[src/rtl/fetch_pkg.sv]
// Shared definitions for the fetch stage: BTB counter encoding, PC step,
// BTB entry layout and the saturating-counter update rule.
// Latency: n/a (types, constants and a pure function only).
// Backpressure: n/a.
package fetch_pkg;

    // 2-bit saturating branch counter states; bit 1 set means predict taken.
    localparam logic [1:0] SNT = 2'b00;
    localparam logic [1:0] WNT = 2'b01;
    localparam logic [1:0] WT  = 2'b10;
    localparam logic [1:0] ST  = 2'b11;

    localparam logic [31:0] PC_STEP = 32'd4;

    // The tag field is sized for the smallest BTB (4 entries -> 28 tag bits).
    // Larger BTBs store their narrower tag zero-extended into this field.
    localparam int TAG_MAX_W = 28;

    typedef struct packed {
        logic                 valid;
        logic [TAG_MAX_W-1:0] tag;
        logic [31:0]          target;
        logic [1:0]           ctr;
    } btb_entry_t;

    // Move one step toward ST on taken, toward SNT on not taken, saturating.
    function automatic logic [1:0] ctrNext(input logic [1:0] ctr, input logic taken);
        logic [1:0] res;
        res = ctr;
        if (taken) begin
            if (ctr != ST) res = ctr + 2'd1;
        end else begin
            if (ctr != SNT) res = ctr - 2'd1;
        end
        return res;
    endfunction

endpackage

[src/rtl/fetch_btb.sv]
// Direct-mapped branch target buffer with 2-bit saturating counters.
// Latency: lookup combinational; update visible the cycle after iUpdate.
// Backpressure: none; update port is always accepted, lookup is always valid.
//
// Ports:
//   iClk, iRstN       clock, async active-low reset (clears valid, ctr=WNT)
//   iLookupPC         fetch PC to look up
//   oHit/oTarget/oTaken  lookup result; oTaken = hit && ctr[1]
//   iUpdate, iUpdatePC, iUpdateTaken, iUpdateTarget  resolution from execute
module fetch_btb
    import fetch_pkg::*;
#(
    parameter int BTB_ENTRIES = 16
) (
    input  logic        iClk,
    input  logic        iRstN,
    input  logic [31:0] iLookupPC,
    output logic        oHit,
    output logic [31:0] oTarget,
    output logic        oTaken,
    input  logic        iUpdate,
    input  logic [31:0] iUpdatePC,
    input  logic        iUpdateTaken,
    input  logic [31:0] iUpdateTarget
);

    localparam int IDX_W = $clog2(BTB_ENTRIES);
    localparam int TAG_W = 30 - IDX_W;

    btb_entry_t entries [BTB_ENTRIES];

    logic [IDX_W-1:0]     lkIdx;
    logic [TAG_MAX_W-1:0] lkTag;
    logic [IDX_W-1:0]     updIdx;
    logic [TAG_MAX_W-1:0] updTag;
    logic                 updHit;
    btb_entry_t           lkEntry;
    btb_entry_t           updEntry;

    // Byte-offset bits never take part in indexing or tagging.
    logic [3:0] unusedLsbs;
    assign unusedLsbs = {iLookupPC[1:0], iUpdatePC[1:0]};

    assign lkIdx  = iLookupPC[IDX_W+1:2];
    assign lkTag  = TAG_MAX_W'(iLookupPC[31:IDX_W+2]);
    assign updIdx = iUpdatePC[IDX_W+1:2];
    assign updTag = TAG_MAX_W'(iUpdatePC[31:IDX_W+2]);

    // Lookup reads the array before this cycle's update lands, so a same-index
    // update and lookup see the old contents.
    assign lkEntry  = entries[lkIdx];
    assign oHit     = lkEntry.valid && (lkEntry.tag == lkTag);
    assign oTarget  = lkEntry.target;
    assign oTaken   = oHit && lkEntry.ctr[1];

    assign updEntry = entries[updIdx];
    assign updHit   = updEntry.valid && (updEntry.tag == updTag);

    always_ff @(posedge iClk or negedge iRstN) begin
        if (!iRstN) begin
            for (int i = 0; i < BTB_ENTRIES; i++) begin
                entries[i] <= '{valid: 1'b0, tag: '0, target: '0, ctr: WNT};
            end
        end else if (iUpdate) begin
            if (updHit) begin
                entries[updIdx].ctr <= ctrNext(updEntry.ctr, iUpdateTaken);
                if (iUpdateTaken) begin
                    entries[updIdx].target <= iUpdateTarget;
                end
            end else if (iUpdateTaken) begin
                // Taken miss replaces whatever occupied the slot.
                entries[updIdx] <= '{valid: 1'b1, tag: updTag,
                                     target: iUpdateTarget, ctr: WT};
            end
        end
    end

endmodule

[src/rtl/fetch_stage.sv]
// Fetch-stage front end: PC register, next-PC select and BTB prediction.
// Latency: imem address/instruction/prediction combinational from PC; PC 1 cycle.
// Backpressure: iStallF holds the PC; iRedirectE overrides the stall.
//
// Ports:
//   iClk, iRstN        clock, async active-low reset (PC = RESET_PC)
//   iStallF            hold PC
//   iRedirectE/iRedirectPCE   redirect from execute
//   iUpdateE/iUpdatePCE/iUpdateTakenE/iUpdateTargetE  BTB training
//   iImemRdata         combinational instruction memory read data
//   oImemAddr, oInstructionF, oPCF, oTakeJBF  fetch outputs to F->D
module fetch_stage
    import fetch_pkg::*;
#(
    parameter int          BTB_ENTRIES = 16,
    parameter logic [31:0] RESET_PC    = 32'h0000_0000
) (
    input  logic        iClk,
    input  logic        iRstN,
    input  logic        iStallF,
    input  logic        iRedirectE,
    input  logic [31:0] iRedirectPCE,
    input  logic        iUpdateE,
    input  logic [31:0] iUpdatePCE,
    input  logic        iUpdateTakenE,
    input  logic [31:0] iUpdateTargetE,
    input  logic [31:0] iImemRdata,
    output logic [31:0] oImemAddr,
    output logic [31:0] oInstructionF,
    output logic [31:0] oPCF,
    output logic        oTakeJBF
);

    logic [31:0] pcF;
    logic [31:0] pcNext;
    logic        btbHit;
    logic [31:0] btbTarget;
    logic        btbTaken;

    fetch_btb #(
        .BTB_ENTRIES(BTB_ENTRIES)
    ) uBtb (
        .iClk         (iClk),
        .iRstN        (iRstN),
        .iLookupPC    (pcF),
        .oHit         (btbHit),
        .oTarget      (btbTarget),
        .oTaken       (btbTaken),
        .iUpdate      (iUpdateE),
        .iUpdatePC    (iUpdatePCE),
        .iUpdateTaken (iUpdateTakenE),
        .iUpdateTarget(iUpdateTargetE)
    );

    // Hit is folded into btbTaken; kept as a named signal for debug visibility.
    logic unusedHit;
    assign unusedHit = btbHit;

    // Redirect beats stall; stall beats prediction. Sequential add wraps at 2^32.
    always_comb begin
        pcNext = pcF + PC_STEP;
        if (iRedirectE) begin
            pcNext = iRedirectPCE;
        end else if (iStallF) begin
            pcNext = pcF;
        end else if (btbTaken) begin
            pcNext = btbTarget;
        end
    end

    always_ff @(posedge iClk or negedge iRstN) begin
        if (!iRstN) begin
            pcF <= RESET_PC;
        end else begin
            pcF <= pcNext;
        end
    end

    assign oPCF          = pcF;
    assign oImemAddr     = pcF;
    assign oInstructionF = iImemRdata;
    assign oTakeJBF      = btbTaken;

endmodule

[config.mk]
export PLATFORM = sky130hd
export DESIGN_NAME = fetch_stage
export DESIGN_NICKNAME = d
export VERILOG_FILES = /design/src/rtl/fetch_pkg.sv /design/src/rtl/fetch_btb.sv /design/src/rtl/fetch_stage.sv
export SDC_FILE = /design/constraint.sdc
export NUM_CORES = 2
export LEC_CHECK = 0
export CAP_MARGIN = 40
export CORE_ASPECT_RATIO = 0.75
export CORE_MARGIN = 1
export CORE_UTILIZATION = 66
export CTS_CLUSTER_SIZE = 14
export DETAILED_ROUTE_END_ITERATION = 16
export PLACE_DENSITY = 0.83
export SLEW_MARGIN = 5
export SYNTH_ARGS = -nofsm -noshare
export SYNTH_HDL_FRONTEND = slang
export SYNTH_SLANG_ARGS = --single-unit
[constraint.sdc]
create_clock -name iClk -period 7.5 [get_ports iClk]
set_input_delay 1.125 -clock iClk [delete_from_list [all_inputs] [get_ports iClk]]
set_output_delay 1.125 -clock iClk [all_outputs]
set_load 0.05 [all_outputs]
==> results list <==
- The run finished with clean final reports.
* Post-Synthesis Mean Instance Area: 14.7 um2
- Hold Violations, Final: 0
- Worst Setup EP: oTakeJBF
* Number of synthesized flops with an enable pin: 0
* Drt first-iter violations: 4319
- The tree built by TritonCTS fans out to 1008 sinks.
- Wire length reported by the detailed router: 148 mm
- Startpoint-to-endpoint class of the critical path: flop to output pin
- IR analysis of the VDD net gives a maximum drop of 0.196 mV.
- Total global routing track utilization: 38.0%
- CTS built an H-tree with a depth of 3.
- The critical path contains buffers and inverters numbering 3 combined.
- CP Launch Type: flop
- Total design power: 16.1 mW
- Total internal power: 11.5 mW
* Synthesized flop and latch total: 1008
- Share of total power consumed by net switching: 28.6%
- In this run, post-CTS repair resized a total of 0 instances.
- Hold Crit Class: flop to flop
- Gate family responsible for the most delay along the worst path: buffers and inverters
- Slew of the pin with the lowest slew margin: 1080 ps
- The startpoint identified for the worst register-to-register timing path is oImemAddr[4].
- Most frequent cells in the layout: dfrtp_1, mux2_2, mux4_2
- In this run the tightest slew margin relative to its limit is 27.9%.
- Post-synthesis instance total: 3529
- Die Width: 325 um
- Clock skew on the completed layout was measured at 20.1 ps.
* Worst-path cell chain: buf_4 > mux4_2 > mux2i_1 > o32ai_1 > nand2_1 > nand4_1 > or4_1 > or4_1 > inv_1 > clkdlybuf4s50_1
* Pleak: 24.8 nW
- Area growth from synthesis to layout: 10.1%
- Crit Reg-Reg Endpoint: oImemAddr[21]
* Max stage delay on crit path: 1020 ps
* Unrepaired setup endpoints after global routing: no
- Crit path required time: 6380 ps
* Number of clock buffers inserted by TritonCTS: 97
- In this run the register-to-register setup slack is 2200 ps.
- After routing, the total negative slack on setup checks comes to 0 ps.
- For this run, the share of the core covered by cells in the final layout is 73.8%.
- After clock tree synthesis, the clock-pin slew on the worst setup and hold paths is 60 ps.
* Slowest stage cell on the critical path: dfrtp_4
- The cell area that synthesis handed to floorplanning was 51700 um2.
- Crit path from: oImemAddr[4]
* Crit path max fanout: 49
- Maximum clock frequency: 0.145 GHz
- Initial cell density of the core: 67.0%
* Power Dens Cells: 283 nW/um2
- Maximum clock insertion buffer count: 3
- The first global-routing pass estimated 224 mm of wire.
* Number of logic stages on the critical path including buffering: 10
- Gpl congestion: 0.954
* WL per Instance: 32.3 um
* Fill cell count: 4567
- Maximum number of pins on one net before global-route repair: 194
- Overall overflow remaining after global route: 0
- Arrival time reported for the critical path endpoint: 5780 ps
* Cell seen most often among critical-path stages: or4_1
- Counting every net in the synthesized netlist gives 3664.
- The die covers 79500 um2.
- Period minus WS final: 6900 ps
* Final setup violation count: 0
* Worst slack on hold paths: 462 ps
- During I/O placement, the number of pins put on the boundary was 231.
* Kind of end point of the critical path: output pin
- Core ar.: 77200 um2
- For this run, asynchronously set or reset flops after synthesis account for 100%.
* Synth warn: 0
* Clk Tree Root Cell: clkbuf_16
- Initial DRT Pass Iterations: 6
* TritonCTS clock tree: built
- Sequential cells account for 45.0% of the total power.
- PortBufs: 164
* Number of nets with antenna violations after detailed routing: 0
- After clock tree synthesis, the setup repair step added 0 buffers.
- Initial antenna violation count: 14
* Reported max-cap violation count: 0
- Dividing the detail-routed via count by the number of cells gives 7.26.
- Among all flip-flop cells after synthesis, the most frequent one is dfrtp_1.
- Ratio of cells with drive above 1 in the final layout: 45.3%
- The max-slew violation count came to 0.
- Commonest non-fill, non-tap cell in the layout: dfrtp_1
- In this run, post-CTS hold repair placed 0 buffers.
* Total net switching power: 4.61 mW
* Via count of the first global-routing pass: 34700
- The initialized floorplan defines 88 standard-cell rows.
- The worst path uses 92.0% of the clock period.
- The die is 244 um tall.
- After legalization and detailed placement, the total HPWL measured 90.0 mm.
- Count of cell types in the netlist: 78
- Cell Count, Final, Fillers Out: 4597
* Post-layout net count: 3610
- The clock network burns 32.3% of the power.
- At the later pin of the worst-skew pair, clock insertion delay measures 680 ps.
- For this run, design rule violations remaining after detail routing come to 0.
- Count of placed standard cells including taps: 4410
- For the worst flop-to-flop path, the logic depth is 11.
- Across all layers, the routed design uses 33400 vias.
- Logic gate share of total power: 22.6%
- Sequential elements use 48.8% of the synthesized area.
[state kept, by name, indices dropped and copies added (netlist names)]
register and count:
oImemAddr 32, uBtb.entries 976
[cell type report]
type	instances	area, um2	share of cell area (%)
Clock inverter	37	462	0.811
Clock buffer	145	2930	5.15
Timing Repair Buffer	246	2480	4.35
Multi-Input combinational cell	2091	24400	42.8
Antenna cell	4	10.0	0.0176
Tap cell	1035	1290	2.27
Inverter	31	118	0.207
Sequential cell	1008	25300	44.4
[stage by stage]
step / cell area [um2] / worst slack, ps
after global placement: 53400 / 1370
final: 56900 / 597
after detailed placement: 53500 / 1460
after global routing: 56900 / 622
after floorplan: 51700 / 2890
after CTS: 56900 / 736
[power groups by stage]
stage	sequential [mW]	clock, mW	combinational, mW
2_1_floorplan	7.00	0	2.70
4_1_cts	7.20	5.22	3.60
5_1_grt	7.34	5.45	3.84
3_3_place_gp	7.15	0	3.42
6_report	7.25	5.20	3.65
3_5_place_dp	7.29	0	3.57
[cell usage after synthesis (5+ instances only)]
cell	number	area share [%]
o221ai_1	11	0.19
nand4_1	16	0.19
buf_2	65	0.63
nor3_1	9	0.087
dfrtp_1	992	48
a31oi_1	20	0.24
or4_1	7	0.10
dfstp_2	16	0.81
mux2_2	943	21
xor2_1	26	0.44
and3_1	14	0.17
a21o_1	6	0.087
or3_1	5	0.060
buf_1	49	0.36
o211ai_1	8	0.12
nand3_1	36	0.35
buf_6	11	0.24
a22o_1	21	0.36
nor4_1	11	0.13
nand2_4	6	0.13
mux2i_1	151	2.9
buf_4	103	1.5
a21oi_1	29	0.28
nor2b_1	14	0.17
xnor2_1	31	0.53
o22ai_1	13	0.16
nand2_1	67	0.49
and4_1	7	0.12
inv_1	30	0.22
a22oi_1	40	0.58
and2_1	15	0.18
clkbuf_1	169	1.2
nor2_1	64	0.46
o21ai_0	48	0.46
or2_2	7	0.085
mux4_2	357	16
nand2b_1	35	0.42
[worst min path at each step]
stage	depth (start not counted)	startpoint	slack, ps	end
global route	2	uBtb.entries[63]	500	uBtb.entries[63]
finish	2	uBtb.entries[63]	460	uBtb.entries[63]
CTS	2	uBtb.entries[63]	460	uBtb.entries[63]
detailed placement	2	uBtb.entries[63]	450	uBtb.entries[63]
global placement	2	uBtb.entries[63]	450	uBtb.entries[63]
floorplan	2	uBtb.entries[63]	440	uBtb.entries[63]
[worst min-delay path, delay by kind of cell, from the launching register on]
kind / cells / cell delay [ps]
compound gates: 1 / 50
flops: 1 / 370
buf+inv: 1 / 40
[cells by family (layout without fill, tap and decap cells)]
group	after synthesis	in the layout	share of synthesized area [%]
muxes	1457	1457	39.3
and+or+nand+nor	334	334	3.48
adders and majority gates	3	3	0.0629
other	0	4	0
buffers and inverters	430	459	4.19
xor gates and xnor gates	57	57	0.965
AOI/OAI and AO/OA	240	240	3.22
DFF	1008	1008	48.8
[per-layer routing]
metal / global-route usage [%] / wire, um
met1: 54.4 / 58900
met2: 55.6 / 66700
met3: 11.5 / 17200
met4: 14.1 / 5600
met5: 0 / 110
(Power assumes the default switching activity.)
